$ cat config.mk
export PLATFORM = sky130hd
export DESIGN_NAME = pipeline_hazard_controller_flat
export DESIGN_NICKNAME = d
export VERILOG_FILES = /design/src/rtl/pipeline_hazard_controller_if.sv /design/src/rtl/pipeline_hazard_controller.sv /design/src/flat_wrapper.sv
export SDC_FILE = /design/constraint.sdc
export NUM_CORES = 1
export LEC_CHECK = 0
export ABC_AREA = 1
export CORE_UTILIZATION = 47
export DETAILED_ROUTE_END_ITERATION = 10
export HOLD_SLACK_MARGIN = 0.15
export PLACE_DENSITY = 0.79
export SLEW_MARGIN = 20
export SYNTH_ARGS = -nofsm -noshare
export SYNTH_HDL_FRONTEND = slang
export SYNTH_SLANG_ARGS = --single-unit
$ cat constraint.sdc
create_clock -name clk -period 2.42 [get_ports clk]
set_input_delay 0.363 -clock clk [delete_from_list [all_inputs] [get_ports clk]]
set_output_delay 0.363 -clock clk [all_outputs]
set_load 0.005 [all_outputs]
$ cat src/rtl/pipeline_hazard_controller_if.sv
// Hazard-control bundle between the pipeline datapath and the hazard controller.
// The datapath side (master) supplies the IF/ID instruction and branch outcome; the controller (slave) returns enables and selects.
interface pipeline_hazard_controller_if;
    logic [31:0] id_instruction;
    logic        id_valid;
    logic        branch_taken;
    logic        pc_write;
    logic        if_id_write;
    logic        if_id_flush;
    logic        id_ex_bubble;
    logic [1:0]  fwd_a;
    logic [1:0]  fwd_b;
    logic        halted;
    logic [1:0]  state;

    modport master (
        output id_instruction, id_valid, branch_taken,
        input  pc_write, if_id_write, if_id_flush, id_ex_bubble,
        input  fwd_a, fwd_b, halted, state
    );

    modport slave (
        input  id_instruction, id_valid, branch_taken,
        output pc_write, if_id_write, if_id_flush, id_ex_bubble,
        output fwd_a, fwd_b, halted, state
    );
endinterface

$ cat src/rtl/pipeline_hazard_controller.sv
// Hazard controller for a 5-stage MIPS pipeline: load-use stalls, branch flushes,
// EX operand forwarding selects and the halt drain sequence.
module pipeline_hazard_controller #(
    parameter int DRAIN_CYCLES = 3
) (
    input  logic                          clk,
    input  logic                          rst_n,
    pipeline_hazard_controller_if.slave   hz
);
    localparam int CNT_W = (DRAIN_CYCLES < 2) ? 1 : $clog2(DRAIN_CYCLES + 1);
    localparam logic [CNT_W-1:0] CNT_LAST = CNT_W'(DRAIN_CYCLES - 1);

    typedef enum logic [1:0] {
        ST_RUN    = 2'b00,
        ST_DRAIN  = 2'b01,
        ST_HALTED = 2'b10
    } state_t;

    typedef struct packed {
        logic       valid;
        logic [4:0] dest;
        logic       load;
    } sb_entry_t;

    state_t             state_reg;
    logic [CNT_W-1:0]   cnt_reg;
    logic               halted_reg;
    logic [1:0]         fwd_a_reg;
    logic [1:0]         fwd_b_reg;
    sb_entry_t          sb_reg [0:2];   // 0 = EX, 1 = MEM, 2 = WB

    logic [5:0]  op;
    logic [4:0]  rs;
    logic [4:0]  rt;
    logic [4:0]  rd;
    logic [4:0]  dec_dest;
    logic        dec_writes;
    logic        dec_load;
    logic        uses_rs;
    logic        uses_rt;
    logic        is_halt;

    logic        in_run;
    logic        load_use;
    logic        flush;
    logic        halt_accept;
    logic        issue;
    sb_entry_t   ex_entry_next;

    always_comb begin
        op         = hz.id_instruction[31:26];
        rs         = hz.id_instruction[25:21];
        rt         = hz.id_instruction[20:16];
        rd         = hz.id_instruction[15:11];
        dec_dest   = 5'd0;
        dec_load   = 1'b0;
        dec_writes = 1'b0;
        case (op)
            6'h00: begin
                dec_dest   = rd;
                dec_writes = 1'b1;
            end
            6'h23: begin
                dec_dest   = rt;
                dec_load   = 1'b1;
                dec_writes = 1'b1;
            end
            6'h08, 6'h09, 6'h0A, 6'h0C, 6'h0D, 6'h0E, 6'h0F: begin
                dec_dest   = rt;
                dec_writes = 1'b1;
            end
            6'h03: begin
                dec_dest   = 5'd31;
                dec_writes = 1'b1;
            end
            default: begin
                dec_writes = 1'b0;
            end
        endcase
        // $0 is hard-wired, so a write to it never creates a dependency
        if (dec_dest == 5'd0) begin
            dec_writes = 1'b0;
        end
        uses_rs = !(op == 6'h02 || op == 6'h03 || op == 6'h0F);
        uses_rt = (op == 6'h00 || op == 6'h2B || op == 6'h04 || op == 6'h05);
        is_halt = (hz.id_instruction == 32'hFFFF_FFFF);
    end

    // Scoreboard entries only ever hold valid=1 with a non-zero destination.
    function automatic logic [1:0] fwd_sel(input logic [4:0] r,
                                           input sb_entry_t ex,
                                           input sb_entry_t mem);
        logic [1:0] sel;
        sel = 2'b00;
        if (r != 5'd0 && ex.valid && ex.dest == r) begin
            sel = 2'b10;
        end else if (r != 5'd0 && mem.valid && mem.dest == r) begin
            sel = 2'b01;
        end
        return sel;
    endfunction

    always_comb begin
        in_run   = (state_reg == ST_RUN);
        load_use = in_run && hz.id_valid && sb_reg[0].valid && sb_reg[0].load &&
                   ((uses_rs && rs == sb_reg[0].dest) || (uses_rt && rt == sb_reg[0].dest));
        flush       = in_run && hz.branch_taken;
        halt_accept = in_run && hz.id_valid && is_halt && !flush && !load_use;
        issue       = in_run && hz.id_valid && !is_halt && !flush && !load_use;

        ex_entry_next = '0;
        if (issue && dec_writes) begin
            ex_entry_next.valid = 1'b1;
            ex_entry_next.dest  = dec_dest;
            ex_entry_next.load  = dec_load;
        end
    end

    // The front end is also frozen on the halt-accept cycle so fetch never runs past the halt word.
    always_comb begin
        hz.pc_write     = 1'b1;
        hz.if_id_write  = 1'b1;
        hz.if_id_flush  = 1'b0;
        hz.id_ex_bubble = 1'b0;
        if (!in_run) begin
            hz.pc_write     = 1'b0;
            hz.if_id_write  = 1'b0;
            hz.id_ex_bubble = 1'b1;
        end else if (flush) begin
            hz.if_id_flush  = 1'b1;
            hz.id_ex_bubble = 1'b1;
        end else if (load_use || halt_accept) begin
            hz.pc_write     = 1'b0;
            hz.if_id_write  = 1'b0;
            hz.id_ex_bubble = 1'b1;
        end
    end

    always_ff @(posedge clk or negedge rst_n) begin
        if (!rst_n) begin
            state_reg  <= ST_RUN;
            cnt_reg    <= '0;
            halted_reg <= 1'b0;
            fwd_a_reg  <= 2'b00;
            fwd_b_reg  <= 2'b00;
            for (int i = 0; i < 3; i++) begin
                sb_reg[i] <= '0;
            end
        end else begin
            fwd_a_reg <= issue ? fwd_sel(rs, sb_reg[0], sb_reg[1]) : 2'b00;
            fwd_b_reg <= issue ? fwd_sel(rt, sb_reg[0], sb_reg[1]) : 2'b00;

            sb_reg[0] <= ex_entry_next;
            for (int i = 1; i < 3; i++) begin
                sb_reg[i] <= (state_reg == ST_HALTED) ? '0 : sb_reg[i-1];
            end

            case (state_reg)
                ST_RUN: begin
                    if (halt_accept) begin
                        state_reg <= ST_DRAIN;
                        cnt_reg   <= '0;
                    end
                end
                ST_DRAIN: begin
                    cnt_reg <= cnt_reg + 1'b1;
                    if (cnt_reg == CNT_LAST) begin
                        state_reg  <= ST_HALTED;
                        halted_reg <= 1'b1;
                    end
                end
                ST_HALTED: begin
                    state_reg  <= ST_HALTED;
                    halted_reg <= 1'b1;
                end
                default: begin
                    state_reg <= ST_RUN;
                end
            endcase
        end
    end

    assign hz.fwd_a  = fwd_a_reg;
    assign hz.fwd_b  = fwd_b_reg;
    assign hz.halted = halted_reg;
    assign hz.state  = state_reg;
endmodule

$ cat src/flat_wrapper.sv
// flat-port wrapper written by rule: the top's interface ports become plain ports
module pipeline_hazard_controller_flat 
#(
    parameter int DRAIN_CYCLES = 3
)
  (clk, rst_n, hz_id_instruction, hz_id_valid, hz_branch_taken, hz_pc_write, hz_if_id_write, hz_if_id_flush, hz_id_ex_bubble, hz_fwd_a, hz_fwd_b, hz_halted, hz_state);
  pipeline_hazard_controller_if hz_i ();
  input  logic clk;
  input  logic rst_n;
  input wire logic [$bits(hz_i.id_instruction)-1:0] hz_id_instruction;
  input wire logic [$bits(hz_i.id_valid)-1:0] hz_id_valid;
  input wire logic [$bits(hz_i.branch_taken)-1:0] hz_branch_taken;
  output wire logic [$bits(hz_i.pc_write)-1:0] hz_pc_write;
  output wire logic [$bits(hz_i.if_id_write)-1:0] hz_if_id_write;
  output wire logic [$bits(hz_i.if_id_flush)-1:0] hz_if_id_flush;
  output wire logic [$bits(hz_i.id_ex_bubble)-1:0] hz_id_ex_bubble;
  output wire logic [$bits(hz_i.fwd_a)-1:0] hz_fwd_a;
  output wire logic [$bits(hz_i.fwd_b)-1:0] hz_fwd_b;
  output wire logic [$bits(hz_i.halted)-1:0] hz_halted;
  output wire logic [$bits(hz_i.state)-1:0] hz_state;
  assign hz_i.id_instruction = hz_id_instruction;
  assign hz_i.id_valid = hz_id_valid;
  assign hz_i.branch_taken = hz_branch_taken;
  assign hz_pc_write = hz_i.pc_write;
  assign hz_if_id_write = hz_i.if_id_write;
  assign hz_if_id_flush = hz_i.if_id_flush;
  assign hz_id_ex_bubble = hz_i.id_ex_bubble;
  assign hz_fwd_a = hz_i.fwd_a;
  assign hz_fwd_b = hz_i.fwd_b;
  assign hz_halted = hz_i.halted;
  assign hz_state = hz_i.state;
  pipeline_hazard_controller #(.DRAIN_CYCLES(DRAIN_CYCLES)) u_core (.clk(clk), .rst_n(rst_n), .hz(hz_i));
endmodule
==> run_results.csv <==
group,metric,value,unit
clock_network,cts_tree,"yes",
sta,report.final.slew_viol_count,0,
setup_path,crit_type,"input pin to primary output",
detailed_routing,drt_iter0_drc,48,
floorplanning,rows,20,
synthesis,synth_top_area_cell,"dfrtp_1",
status,outcome,"completed",
clock_network,ctsHoldBuffers,0,
detailed_routing,drt-wirelength-per-cell,10.8,microns
floorplanning,start_util,50.2,%
finish,drive_gt1_share,15.5,%
sta,period_share,93.7,%
global_routing,track_usage,24.4,%
floorplanning,dieArea,3520,sq um
synthesis,seq_area_frac_synth,35.6,%
sta,fin_skew,4.99,ps
synthesis,netlist_area,1550,sq um
finish,stdcell_count,353,
placement,pre_cts_ws,-175,ps
power,peakVddDrop,225,uV
setup_path,crit_required,2060,ps
finish,layout.nets,351,
power,leakage,1.14,nW
synthesis,synth_seq_cells,22,
clock_network,cts_root_buffer,"clkbuf_4",
detailed_routing,vias_per_cell,4.80,
floorplanning,ios,47,
synthesis,synthArstFlopShare,100,%
setup_path,cp-end-kind,"primary output",
synthesis,syn_avg_cell_area,6.58,sq um
clock_network,h-tree-depth,1,
sta,tns,0,ps
finish,post-route-util,74.8,%
setup_path,rr_worst_depth,10,
synthesis,synthFlopType,"dfrtp_1",
sta,slew_headroom,80.5,%
clock_network,clk_path_buf_depth,2,
sta,grt_setup_unrepaired,"no",
floorplanning,coreArea,3080,sq um
setup_path,arrival,1910,ps
synthesis,synth_edf_count,0,
floorplanning,die_x,59.4,microns
global_routing,grt_max_degree,23,
detailed_routing,drc_errors,0,
global_routing,grt_pass1_vias,1559,
power,power_density,325,nW/um^2
global_routing,grt_pass1_wl,6560,microns
sta,fmax,441,MHz
placement,hpwlAfterDp,3090,microns
sta,setup_violations,0,
detailed_routing,drtAntennaViolNets,0,
setup_path,r2r_end,"u_core.cnt_reg[1]$_DFFE_PN0P_",
floorplanning,die_height,59.4,microns
synthesis,ys_top_cells_by_count,"nand2_1, nor2_1, inv_1",
worst_hold_path,hp-class,"input pin to asynchronous set/reset pin",
sta,period_minus_slack,2270,ps
placement,port_buffers,46,
power,p_total,0.748,mW
setup_path,r2r_start,"u_core.hz.state[1]$_DFFE_PN0P_",
synthesis,postSynthCellCount,235,
sta,finalHoldViolations,0,
setup_path,cp_max_fo,5,
detailed_routing,postRouteWirelength,3810,microns
clock_network,numCtsBuffers,3,
synthesis,synth_top_cell_area_share,35.6,%
clock_network,insertion_delay,310,ps
synthesis,yosys-top-cells-area,"dfrtp_1, nand2_1, nor2_1",
synthesis,ys_warn_count,0,
synthesis,yosysMostFrequentCell,"nand2_1",
placement,gp_congestion,0.946,
clock_network,clock-sinks,22,
global_routing,antenna_found_initial,0,
finish,syn_to_final_growth,48.9,%
sta,tightest_slew,292,ps
clock_network,clk_pin_slew,130,ps
setup_path,start_kind,"input pin",
run,max_cap_violations,0,
synthesis,syn_nets,276,
detailed_routing,first_pass_iters,4,
finish,antenna_cells,0,
sta,fin_ws,152,ps
detailed_routing,vias,1696,
setup_path,rrSetupSlack,840,ps
global_routing,grt-ovfl-total,0,
synthesis,ys_types,26,
placement,placed_cells,348,
finish,largest_reg_flops,13,
[per-layer routing]
| metal | up-vias | global-route usage (%) | routed length (microns) |
|---|---|---|---|
| li1 | 880 | - | - |
| met1 | 747 | 31.4 | 1720 |
| met2 | 61 | 42.1 | 1810 |
| met3 | 8 | 3.93 | 199 |
| met4 | 0 | 7.14 | 76 |
| met5 | - | 0 | 0 |
[metrics by stage]
step           area, sq um  hold WS [ps]
2_1_floorplan         1550          67.4
3_3_place_gp          2230           444
3_5_place_dp          2230           467
4_1_cts               2300           395
5_1_grt               2300           396
6_report              2300           376
[repair_timing]
action	in CTS	in global routing
setup buffers	1	0
setup endpoints to repair	3	2
pin swaps	2	1
gates resized for setup	26	0
gates cloned	0	0
[kinds of logic after synthesis]
group / Yosys count / share of synthesized area [%]
AOI/OAI and AO/OA: 11 / 4.69
xor gates and xnor gates: 10 / 5.66
adders and majority gates: 5 / 4.05
buffers and inverters: 38 / 9.47
DFF: 22 / 35.6
and+or+nand+nor: 149 / 40.5
[power breakdown]
group	internal, mW	switching (mW)	total (mW)
Combinational	0.0910	0.0770	0.168
Sequential	0.371	0.00325	0.374
Clock	0.0918	0.114	0.205
Total	0.554	0.194	0.748
[area by class of cell]
cell class              instances  area (sq um)
clock buffers                   4          36.3
fillers                       248           776
inverters                      37           139
multi-input cells             175           892
flip-flops and latches         22           551
well taps                      44          55.1
repair buffers                 71           629
[worst max path at each step]
stage                                               from              end
after global routing               hz_id_instruction[31]   hz_if_id_write
after global placement             hz_id_instruction[21]  hz_id_ex_bubble
final                              hz_id_instruction[28]  hz_id_ex_bubble
after floorplan           u_core.hz.state[0]$_DFFE_PN0P_      hz_pc_write
after detailed placement           hz_id_instruction[24]  hz_id_ex_bubble
after CTS                          hz_id_instruction[28]  hz_id_ex_bubble
[cell usage in the layout, fill, tap and decap left out, drive strengths merged, types with 4 or more instances in the layout]
cell           count
nand2             74
nor3               4
clkdlybuf4s50     31
nand3             19
ha                 5
nor2              42
nand4              5
xnor2              8
dfrtp             22
inv               37
dlygate4sd2       15
clkbuf             4
buf               25
[critical path, cell delays in order]
cell and delay, ps:
clkdlybuf4s50_1 470, buf_4 130, nor2_2 50, nand3_2 90, nand3_1 80, nand2_1 80, nand2_2 60, nand2_2 60
nand2_1 60, or2_1 200, dlygate4sd2_1 260
(Power assumes the default switching activity.)
